$ cat config.mk
export PLATFORM = sky130hd
export DESIGN_NAME = uart_rx_port
export DESIGN_NICKNAME = d
export VERILOG_FILES = /design/src/rtl/uart_rx_port_pkg.sv /design/src/rtl/uart_rx_port_sync_fifo.sv /design/src/rtl/uart_rx_port.sv
export SDC_FILE = /design/constraint.sdc
export NUM_CORES = 1
export LEC_CHECK = 0
export CAP_MARGIN = 15
export CORE_MARGIN = 10
export CORE_UTILIZATION = 45
export DETAILED_ROUTE_END_ITERATION = 10
export GPL_TIMING_DRIVEN = 1
export HOLD_SLACK_MARGIN = 0.06
export PLACE_DENSITY = 0.67
export SYNTH_ARGS = -nofsm -noshare
export SYNTH_HDL_FRONTEND = slang
export SYNTH_HIERARCHICAL = 1
export SYNTH_SLANG_ARGS = --single-unit
$ cat constraint.sdc
create_clock -name clk_core -period 3.92 [get_ports clk_core]
set_input_delay 0.392 -clock clk_core [delete_from_list [all_inputs] [get_ports clk_core]]
set_output_delay 0.392 -clock clk_core [all_outputs]
set_load 0.02 [all_outputs]
$ cat src/rtl/uart_rx_port_pkg.sv
// Shared definitions for the uart_rx_port receiver: FSM state encodings and framing constants.
package uart_rx_port_pkg;

  typedef enum logic [2:0] {
    StIdle  = 3'd0,
    StStart = 3'd1,
    StData  = 3'd2,
    StStop  = 3'd3,
    StBrk   = 3'd4
  } rx_state_e;

  localparam int unsigned OVERSAMPLE = 16;
  localparam int unsigned MID_SAMPLE = 8;
  localparam int unsigned DATA_BITS  = 8;

endpackage

$ cat src/rtl/uart_rx_port_sync_fifo.sv
// Show-ahead synchronous FIFO with registered occupancy count; power-of-two DEPTH.
module uart_rx_port_sync_fifo #(
  parameter int unsigned WIDTH = 8,
  parameter int unsigned DEPTH = 16
) (
  input  logic                     clk_core,
  input  logic                     reset,
  input  logic                     push,
  input  logic [WIDTH-1:0]         push_data,
  input  logic                     pop,
  output logic [WIDTH-1:0]         pop_data,
  output logic                     full,
  output logic                     empty,
  output logic [$clog2(DEPTH):0]   count
);

  localparam int unsigned AW = $clog2(DEPTH);
  localparam int unsigned CW = AW + 1;

  logic [WIDTH-1:0] mem_q [DEPTH];
  logic [AW-1:0]    wr_ptr_q, rd_ptr_q;
  logic [CW-1:0]    count_q, count_d;
  logic             push_ok, pop_ok;

  assign full  = (count_q == CW'(DEPTH));
  assign empty = (count_q == '0);
  assign count = count_q;

  // A full FIFO still accepts a push when the head leaves in the same cycle.
  assign push_ok = push && (!full || pop);
  assign pop_ok  = pop && !empty;

  assign pop_data = empty ? '0 : mem_q[rd_ptr_q];

  always_comb begin
    count_d = count_q;
    unique case ({push_ok, pop_ok})
      2'b10:   count_d = count_q + 1'b1;
      2'b01:   count_d = count_q - 1'b1;
      default: count_d = count_q;
    endcase
  end

  always_ff @(posedge clk_core) begin
    if (reset) begin
      wr_ptr_q <= '0;
      rd_ptr_q <= '0;
      count_q  <= '0;
    end else begin
      if (push_ok) wr_ptr_q <= wr_ptr_q + 1'b1;
      if (pop_ok)  rd_ptr_q <= rd_ptr_q + 1'b1;
      count_q <= count_d;
    end
  end

  always_ff @(posedge clk_core) begin
    if (push_ok) mem_q[wr_ptr_q] <= push_data;
  end

endmodule

$ cat src/rtl/uart_rx_port.sv
// 8N1 UART receiver with 16x oversampling, RX FIFO and sticky error flags.
// Define UART_RX_CTS_EN to build the registered cts_n threshold; otherwise cts_n is tied low.
module uart_rx_port
  import uart_rx_port_pkg::*;
#(
  parameter int unsigned BAUD_DIV   = 22,
  parameter int unsigned FIFO_DEPTH = 16,
  parameter int unsigned CTS_MARGIN = 4
) (
  input  logic       clk_core,
  input  logic       reset,
  input  logic       rx,
  input  logic       rd,
  input  logic       clr_err,
  output logic [7:0] rd_data,
  output logic       rx_valid,
  output logic       frame_err,
  output logic       overrun,
  output logic       cts_n
);

  localparam int unsigned PW = $clog2(BAUD_DIV);
  localparam int unsigned CW = $clog2(FIFO_DEPTH) + 1;

  logic            rx_meta_q, rxs_q;
  rx_state_e       state_q, state_d;
  logic [PW-1:0]   presc_q, presc_d;
  logic [3:0]      tick_cnt_q, tick_cnt_d;
  logic [2:0]      bit_idx_q, bit_idx_d;
  logic [7:0]      shreg_q, shreg_d;
  logic            tick, push, frame_set, overrun_set;
  logic            frame_err_q, overrun_q;
  logic            fifo_full, fifo_empty;
  logic [CW-1:0]   fifo_count;

  always_ff @(posedge clk_core) begin
    if (reset) begin
      rx_meta_q <= 1'b1;
      rxs_q     <= 1'b1;
    end else begin
      rx_meta_q <= rx;
      rxs_q     <= rx_meta_q;
    end
  end

  assign tick = (state_q != StIdle) && (presc_q == PW'(BAUD_DIV - 1));

  always_comb begin
    state_d    = state_q;
    presc_d    = presc_q;
    tick_cnt_d = tick_cnt_q;
    bit_idx_d  = bit_idx_q;
    shreg_d    = shreg_q;
    push       = 1'b0;
    frame_set  = 1'b0;

    // Prescaler idles at zero so the first tick lands BAUD_DIV cycles after the start edge.
    if (state_q == StIdle || tick) presc_d = '0;
    else                           presc_d = presc_q + 1'b1;

    unique case (state_q)
      StIdle: begin
        if (!rxs_q) begin
          state_d    = StStart;
          tick_cnt_d = '0;
        end
      end
      StStart: begin
        if (tick) begin
          if (tick_cnt_q == 4'(MID_SAMPLE - 1)) begin
            tick_cnt_d = '0;
            bit_idx_d  = '0;
            state_d    = rxs_q ? StIdle : StData;
          end else begin
            tick_cnt_d = tick_cnt_q + 1'b1;
          end
        end
      end
      StData: begin
        if (tick) begin
          tick_cnt_d = tick_cnt_q + 1'b1;
          if (tick_cnt_q == 4'(OVERSAMPLE - 1)) begin
            shreg_d = {rxs_q, shreg_q[7:1]};
            if (bit_idx_q == 3'(DATA_BITS - 1)) state_d = StStop;
            else                                bit_idx_d = bit_idx_q + 1'b1;
          end
        end
      end
      StStop: begin
        if (tick) begin
          tick_cnt_d = tick_cnt_q + 1'b1;
          if (tick_cnt_q == 4'(OVERSAMPLE - 1)) begin
            if (rxs_q) begin
              push    = 1'b1;
              state_d = StIdle;
            end else begin
              frame_set = 1'b1;
              state_d   = StBrk;
            end
          end
        end
      end
      StBrk: begin
        if (rxs_q) state_d = StIdle;
      end
      default: state_d = StIdle;
    endcase
  end

  always_ff @(posedge clk_core) begin
    if (reset) begin
      state_q    <= StIdle;
      presc_q    <= '0;
      tick_cnt_q <= '0;
      bit_idx_q  <= '0;
      shreg_q    <= '0;
    end else begin
      state_q    <= state_d;
      presc_q    <= presc_d;
      tick_cnt_q <= tick_cnt_d;
      bit_idx_q  <= bit_idx_d;
      shreg_q    <= shreg_d;
    end
  end

  uart_rx_port_sync_fifo #(
    .WIDTH (8),
    .DEPTH (FIFO_DEPTH)
  ) u_fifo (
    .clk_core  (clk_core),
    .reset     (reset),
    .push      (push),
    .push_data (shreg_q),
    .pop       (rd),
    .pop_data  (rd_data),
    .full      (fifo_full),
    .empty     (fifo_empty),
    .count     (fifo_count)
  );

  assign rx_valid    = !fifo_empty;
  assign overrun_set = push && fifo_full && !rd;

  // Set events take priority over a same-cycle clear.
  always_ff @(posedge clk_core) begin
    if (reset) begin
      frame_err_q <= 1'b0;
      overrun_q   <= 1'b0;
    end else begin
      frame_err_q <= frame_set   | (frame_err_q & ~clr_err);
      overrun_q   <= overrun_set | (overrun_q   & ~clr_err);
    end
  end

  assign frame_err = frame_err_q;
  assign overrun   = overrun_q;

`ifdef UART_RX_CTS_EN
  logic cts_n_q;

  always_ff @(posedge clk_core) begin
    if (reset) cts_n_q <= 1'b1;
    else       cts_n_q <= (fifo_count >= CW'(FIFO_DEPTH - CTS_MARGIN));
  end

  assign cts_n = cts_n_q;
`else
  logic unused_fifo_count;
  assign unused_fifo_count = ^fifo_count;
  assign cts_n = 1'b0;
`endif

endmodule

---- After elaboration in Yosys (flattened, before gate mapping) ----
Memories as Yosys holds them, arrays and structs flattened. A register that Yosys moved wholly into a read port is not among the register bits.
Index checks and enable logic that the tools add are counted.
storage, ports and cells
  register bits after elaboration ......... 40
  bits in writable memories ............... 128
  bits of input ports ..................... 5
  output and inout bits ................... 12
  logic and storage cells ................. 106
  memories ................................ 1
memory list
  name          words  width  rd ports  clocked after Yosys merged registers in  write ports  line                          text
  u_fifo.mem_q  16     8      1         1                                        1            uart_rx_port_sync_fifo.sv:20  logic [WIDTH-1:0] mem_q [DEPTH];
cells by class
  add/sub/neg operators ................... 7
  equal/unequal tests ..................... 22
  muxes and demuxes ....................... 37
  bitwise gates (word level) .............. 5
  reduce and logical (&&, ||, !) cells .... 22
operators with widths
  cell                                                                number
  3-bit two-way mux                                                   15
  4-bit two-way mux                                                   6
  2-bit != test, second input constant                                10
  3-bit case mux with 5 select lines                                  1
  4-bit by 1-bit adder with 4-bit output, second input constant       3
  4-bit case mux with 3 select lines                                  1
  5-bit by 1-bit adder with 5-bit output, second input constant       2
  5-bit == test, second input constant                                2
  1-bit two-way mux                                                   10
  5-bit case mux with 2 select lines                                  1
  9-bit AND reduction                                                 1
  8-bit two-way mux                                                   1
  3-bit by 2-bit == test with 1-bit output, second input constant     2
  3-bit == test, second input constant                                2
  3-bit case mux with 2 select lines                                  1
  6-bit AND reduction                                                 1
  3-bit nonzero test                                                  2
  1-bit logical AND                                                   5
  5-bit logical NOT                                                   1
  5-bit by 1-bit subtractor with 5-bit output, second input constant  1
  4-bit by 3-bit == test with 1-bit output, second input constant     1
  4-bit == test, second input constant                                1
  4-bit AND reduction                                                 1
  2-bit nonzero test                                                  2
  14 further kinds                                                    20

---- Logic depth before layout (Yosys ltp) ----
  depth after elaboration ................. 7
  mapped depth ............................ 16
  gate-level depth less buffers ........... 13

---- Hierarchy ----
Netlist, hierarchy kept.
modules (own cells, without submodules)
  module                  times used  cells each  area each (sq um)  sequential area each (sq um)
  uart_rx_port_sync_fifo  1           331         6037.0             4184.0
  uart_rx_port            1           139         1283.7             540.5

---- Worst setup path after synthesis ----
OpenSTA, ideal clock, no wires.
  path kind ............................... flip-flop to flip-flop
  from .................................... reg presc_q[0]
  to ...................................... reg u_fifo.count_q[4] (netlist: u_fifo/count[4])
  setup time .............................. 0.106 ns
  arrival ................................. 3.047 ns
  data required time ...................... 3.814 ns
  slack ................................... 0.767 ns
  stages on the path, launching flop included .. 16
  path buffers ............................ 3
  clock period less this slack ............ 3.153 ns
  cells stage by stage .................... dfxtp_1 > ha_1 > and4b_1 > buf_6 > and4_2 > and3_1 > a21bo_2 > buf_4 > ha_1 > buf_2 > xor2_1 > ha_1 > a21oi_2 > a32oi_1 > or4_1 > o311ai_0
on the way
  word-level cells in the longest chain between the ends .. 7
  elaborated cells between the ends (all ways) .. 9
  those cells by class .................... eq/ne: 3; mux: 3; reduce/logical: 3
RTL lines
  element                                                                    line                          text
  start: declaration                                                         uart_rx_port.sv:27            logic [PW-1:0] presc_q, presc_d;
  start signal: assignment                                                   uart_rx_port.sv:119           presc_q <= presc_d;
  5-bit == test *                                                            uart_rx_port.sv:46            assign tick = (state_q != StIdle) && (presc_q == PW'(BAUD_DIV - 1));
  1-bit logical AND *                                                        uart_rx_port.sv:46
  1-bit two-way mux *                                                        uart_rx_port.sv:90            if (tick) begin
  1-bit two-way mux *                                                        uart_rx_port.sv:61            unique case (state_q)
  net push                                                                   uart_rx_port.sv:31            logic tick, push, frame_set, overrun_set;
  1-bit logical AND *                                                        uart_rx_port_sync_fifo.sv:30  assign push_ok = push && (!full || pop);
  2-bit by 1-bit == test with 1-bit output or 2-bit == test (tied branches)  uart_rx_port_sync_fifo.sv:37  unique case ({push_ok, pop_ok})
  5-bit case mux with 2 select lines or 2-bit nonzero test (tied branches)   n/a
  end signal: assignment                                                     uart_rx_port_sync_fifo.sv:52  count_q <= count_d;
  end: declaration                                                           uart_rx_port_sync_fifo.sv:22  logic [CW-1:0] count_q, count_d;
Mark *: on every way through the listed nets, which the timed path passes. The rest lies on a longest branch.
A chain may end at the register's enable or synchronous reset.

---- Final worst setup path ----
Ends and elaborated chain as after synthesis.

==> flow_summary_export.csv <==
group,metric,value,unit
cts,postCtsHoldBufs,0,
hold_path,hold_start,"rx_meta_q$_SDFF_PP1_",
finish,num_antenna_cells,0,
synthesis,synth_fa_ha_area_share,2.222,%
floorplan,die_y,147.5,microns
synthesis,ys_seq_area_share,64.54,%
routing,wl_per_cell,19.07,microns
floorplan,rows,46,
synthesis,ys_warn_count,6,
routing,antenna_left,0,
routing,drt-vias-per-instance,5.564,
synthesis,synth-xor-area-share,1.555,%
cts,cts.sinks,172,
synthesis,synthesis.nets,488,
power_and_ir_drop,p_per_area,432.7,mW/mm^2
floorplan,pin_count,17,
job,cap_violations,0,
cts,htreeDepth,4,
critical_path,crit_type,"flop to flop",
critical_path,critPathLaunch,"presc_q[0]$_SDFF_PP0_",
global_route,grt_pass1_vias,3898,
placed_design,place_area,0.007597,sq mm
global_route,grt_max_degree,43,
timing,hold_viol,0,
placed_design,gp_congestion,0.8055,
synthesis,syn_inst,470,
routing,drt_first_pass_iters,4,
timing,finalSetupTns,0,ps
timing,drv_slew,0,
hold_path,hold-path-endpoint,"rxs_q$_SDFF_PP1_",
timing,slew-limit-headroom,37.05,%
critical_path,rr_endpoint,"u_fifo/count[4]$_SDFFE_PP0P_",
timing,period_minus_slack,3686,ps
cts,clk_pin_slew_worst_paths,70,ps
synthesis,synth_flop_cell,"edfxtp_1",
routing,drcViolationCount,0,
cts,clockBufferDepth,2,
critical_path,rrSetupSlack,230,ps
global_route,grt-ovfl-total,0,
cts,cts-root-buf,"clkbuf_16",
cts,cts_setup_buffers,0,
floorplan,core,0.01594,sq mm
critical_path,reg2reg_from,"presc_q[0]$_SDFF_PP0_",
placed_design,dp_hpwl,8621,microns
timing,clock_skew,9.632,ps
finish,final_common_cell,"edfxtp_1",
cts,numCtsBuffers,17,
run_status,status,"finished, final reports clean",
critical_path,endpoint_kind,"flop",
routing,vias,3934,
synthesis,yosys.area_share.simple,9.571,%
synthesis,synth_compound_area_share,5.247,%
global_route,grt_pass1_wl,21340,microns
cts,clock_latency,430,ps
synthesis,ys_seq_elements,172,
finish,finalNonFillerCells,707,
finish,nets,496,
synthesis,synthMuxAreaShare,13.60,%
placed_design,dp.cells,675,
critical_path,ff2ff_path_depth,12,
timing,setup_viol,0,
hold_path,hold_path_class,"flop to flop",
synthesis,synth_edf_count,128,
routing,drt-initial-drc-count,217,
cts,tritoncts,"built",
synthesis,avgSynthCellArea,15.58,sq um
floorplan,die-area,0.02177,sq mm
critical_path,cp.required,4180,ps
global_route,grt_usage,12.59,%
floorplan,initial_core_util,45.92,%
synthesis,yosysUniqueCellTypes,66,
finish,drive_above_1_share,16.09,%
critical_path,cp_max_fo,11,
timing,post-route-period-util,94.03,%
power_and_ir_drop,p_leak,2.744,nW
global_route,antenna_found_initial,0,
hold_path,min_path_cells,1,
critical_path,cp_data_arrival_time,3950,ps
power_and_ir_drop,vdd.ir_drop.worst,0.3206,mV
timing,fmax,0.2713,GHz
floorplan,die_w,147.5,microns
synthesis,ys_async_sr_fraction,0,%
finish,final_cell_mix,"edfxtp_1 (128), dfxtp_1 (44), nor2_1 (36)",
timing,tightest_slew,940.8,ps
placed_design,port_buffers,15,
cts,ctsResizeCount,0,
finish,fin_area,0.008157,sq mm
finish,areaGrowthSynthToFinish,11.42,%
critical_path,start_kind,"flop",
timing,rsz0062_at_grt,"no",
routing,drt_wl_total,13490,microns
synthesis,synth_top_family_by_area,"multiplexers",
synthesis,syn_area,0.007321,sq mm
==> logic make-up (layout without fill, tap and decap cells) <==
group | after synthesis | count (layout)
compound gates | 51 | 51
xor+xnor | 13 | 13
fa+ha+maj | 13 | 13
buf+inv | 41 | 62
flops | 172 | 172
mux | 56 | 56
other cells | 1 | 1
simple gates | 123 | 123
==> critical path, cell delays in order (launching register included) <==
cell,delay [ps]
dfxtp_1,380
ha_1,160
and4b_1,360
and4_2,320
and3_1,210
a21bo_2,330
ha_1,330
xor2_1,180
ha_1,230
a21oi_2,190
o22ai_1,170
a221oi_1,430
o311ai_0,220
==> cell type report <==
| type | count | area (sq um) |
|---|---|---|
| inverter | 9 | 33.78 |
| sequential | 172 | 4725 |
| clock inverter | 15 | 133.9 |
| tap | 216 | 270.3 |
| multi-input combinational | 257 | 2361 |
| fill | 1333 | 7786 |
| clock buffer | 17 | 425.4 |
| timing repair buffer | 21 | 207.7 |
==> synth_stat cells (all sizes together) (2+ instances only) <==
cell type,count,area (sq um)
edfxtp,128,3844
dfxtp,44,880.8
nor2,37,141.4
mux4,32,754.5
mux2i,23,230.2
buf,22,163.9
a211oi,16,120.1
ha,13,162.7
nor2b,13,81.33
a21oi,10,53.80
and2,10,62.56
clkbuf,10,37.54
nand2,10,37.54
nand2b,10,62.56
inv,9,33.78
nand3,9,45.04
xor2,8,70.07
and3,6,37.54
o21ai,6,41.29
nor3,5,35.03
xnor2,5,43.79
or2,4,25.03
nand4,3,25.02
nor3b,3,27.52
a211o,2,18.77
nand3b,2,15.01
nor4,2,18.77
nor4b,2,17.52
o211ai,2,25.02
o22ai,2,12.51
or4,2,18.77
==> registers in the layout, summed over array words and instances (netlist names), named ones only <==
signal	count
u_fifo/count	5
rx_meta_q	1
shreg_q	8
state_q	3
u_fifo/mem_q	128
tick_cnt_q	4
u_fifo/rd_ptr_q	4
rxs_q	1
frame_err	1
presc_q	5
bit_idx_q	3
overrun	1
u_fifo/wr_ptr_q	4
==> stage by stage <==
| stage | utilization, % | hold WS [ps] | setup slack, ps | total power [mW] |
|---|---|---|---|---|
| floorplan | - | 389.5 | 766.6 | 1.988 |
| global placement | 47.65 | 405.1 | 670.4 | 1.996 |
| detailed placement | 47.65 | 405.2 | 453.1 | 1.997 |
| CTS | 51.16 | 424.8 | 325.2 | 3.559 |
| global route | 51.16 | 431.7 | 79.88 | 3.635 |
| finish | 51.16 | 427.5 | 234.1 | 3.530 |
==> routing by layer <==
metal / GRT usage [%] / share of wire (%) / vias to the layer above
li1: - / - / 1823
met2: 19.86 / 49 / 84
met3: 3.602 / 4.4 / 17
met5: 0 / 0 / -
met1: 16.50 / 46 / 2010
met4: 3.816 / 1.2 / 0
==> worst max-delay path by stage <==
stage                              endpoint  slack, ps  cells past startpoint
6_report       u_fifo/count[4]$_SDFFE_PP0P_        230                     12
3_5_place_dp   u_fifo/count[4]$_SDFFE_PP0P_        450                     12
2_1_floorplan  u_fifo/count[4]$_SDFFE_PP0P_        770                     15
5_1_grt        u_fifo/count[4]$_SDFFE_PP0P_         80                     12
3_3_place_gp   u_fifo/count[4]$_SDFFE_PP0P_        670                     12
4_1_cts        u_fifo/count[4]$_SDFFE_PP0P_        330                     12
==> power breakdown <==
group | leakage (nW) | switching, mW | internal (mW)
registers | 1.54 | 0.00321 | 1.93
clock network | 0.266 | 0.739 | 0.833
logic | 0.938 | 0.0142 | 0.0101
total | 2.74 | 0.757 | 2.77
Note: power is estimated with default switching activity, not from simulation.
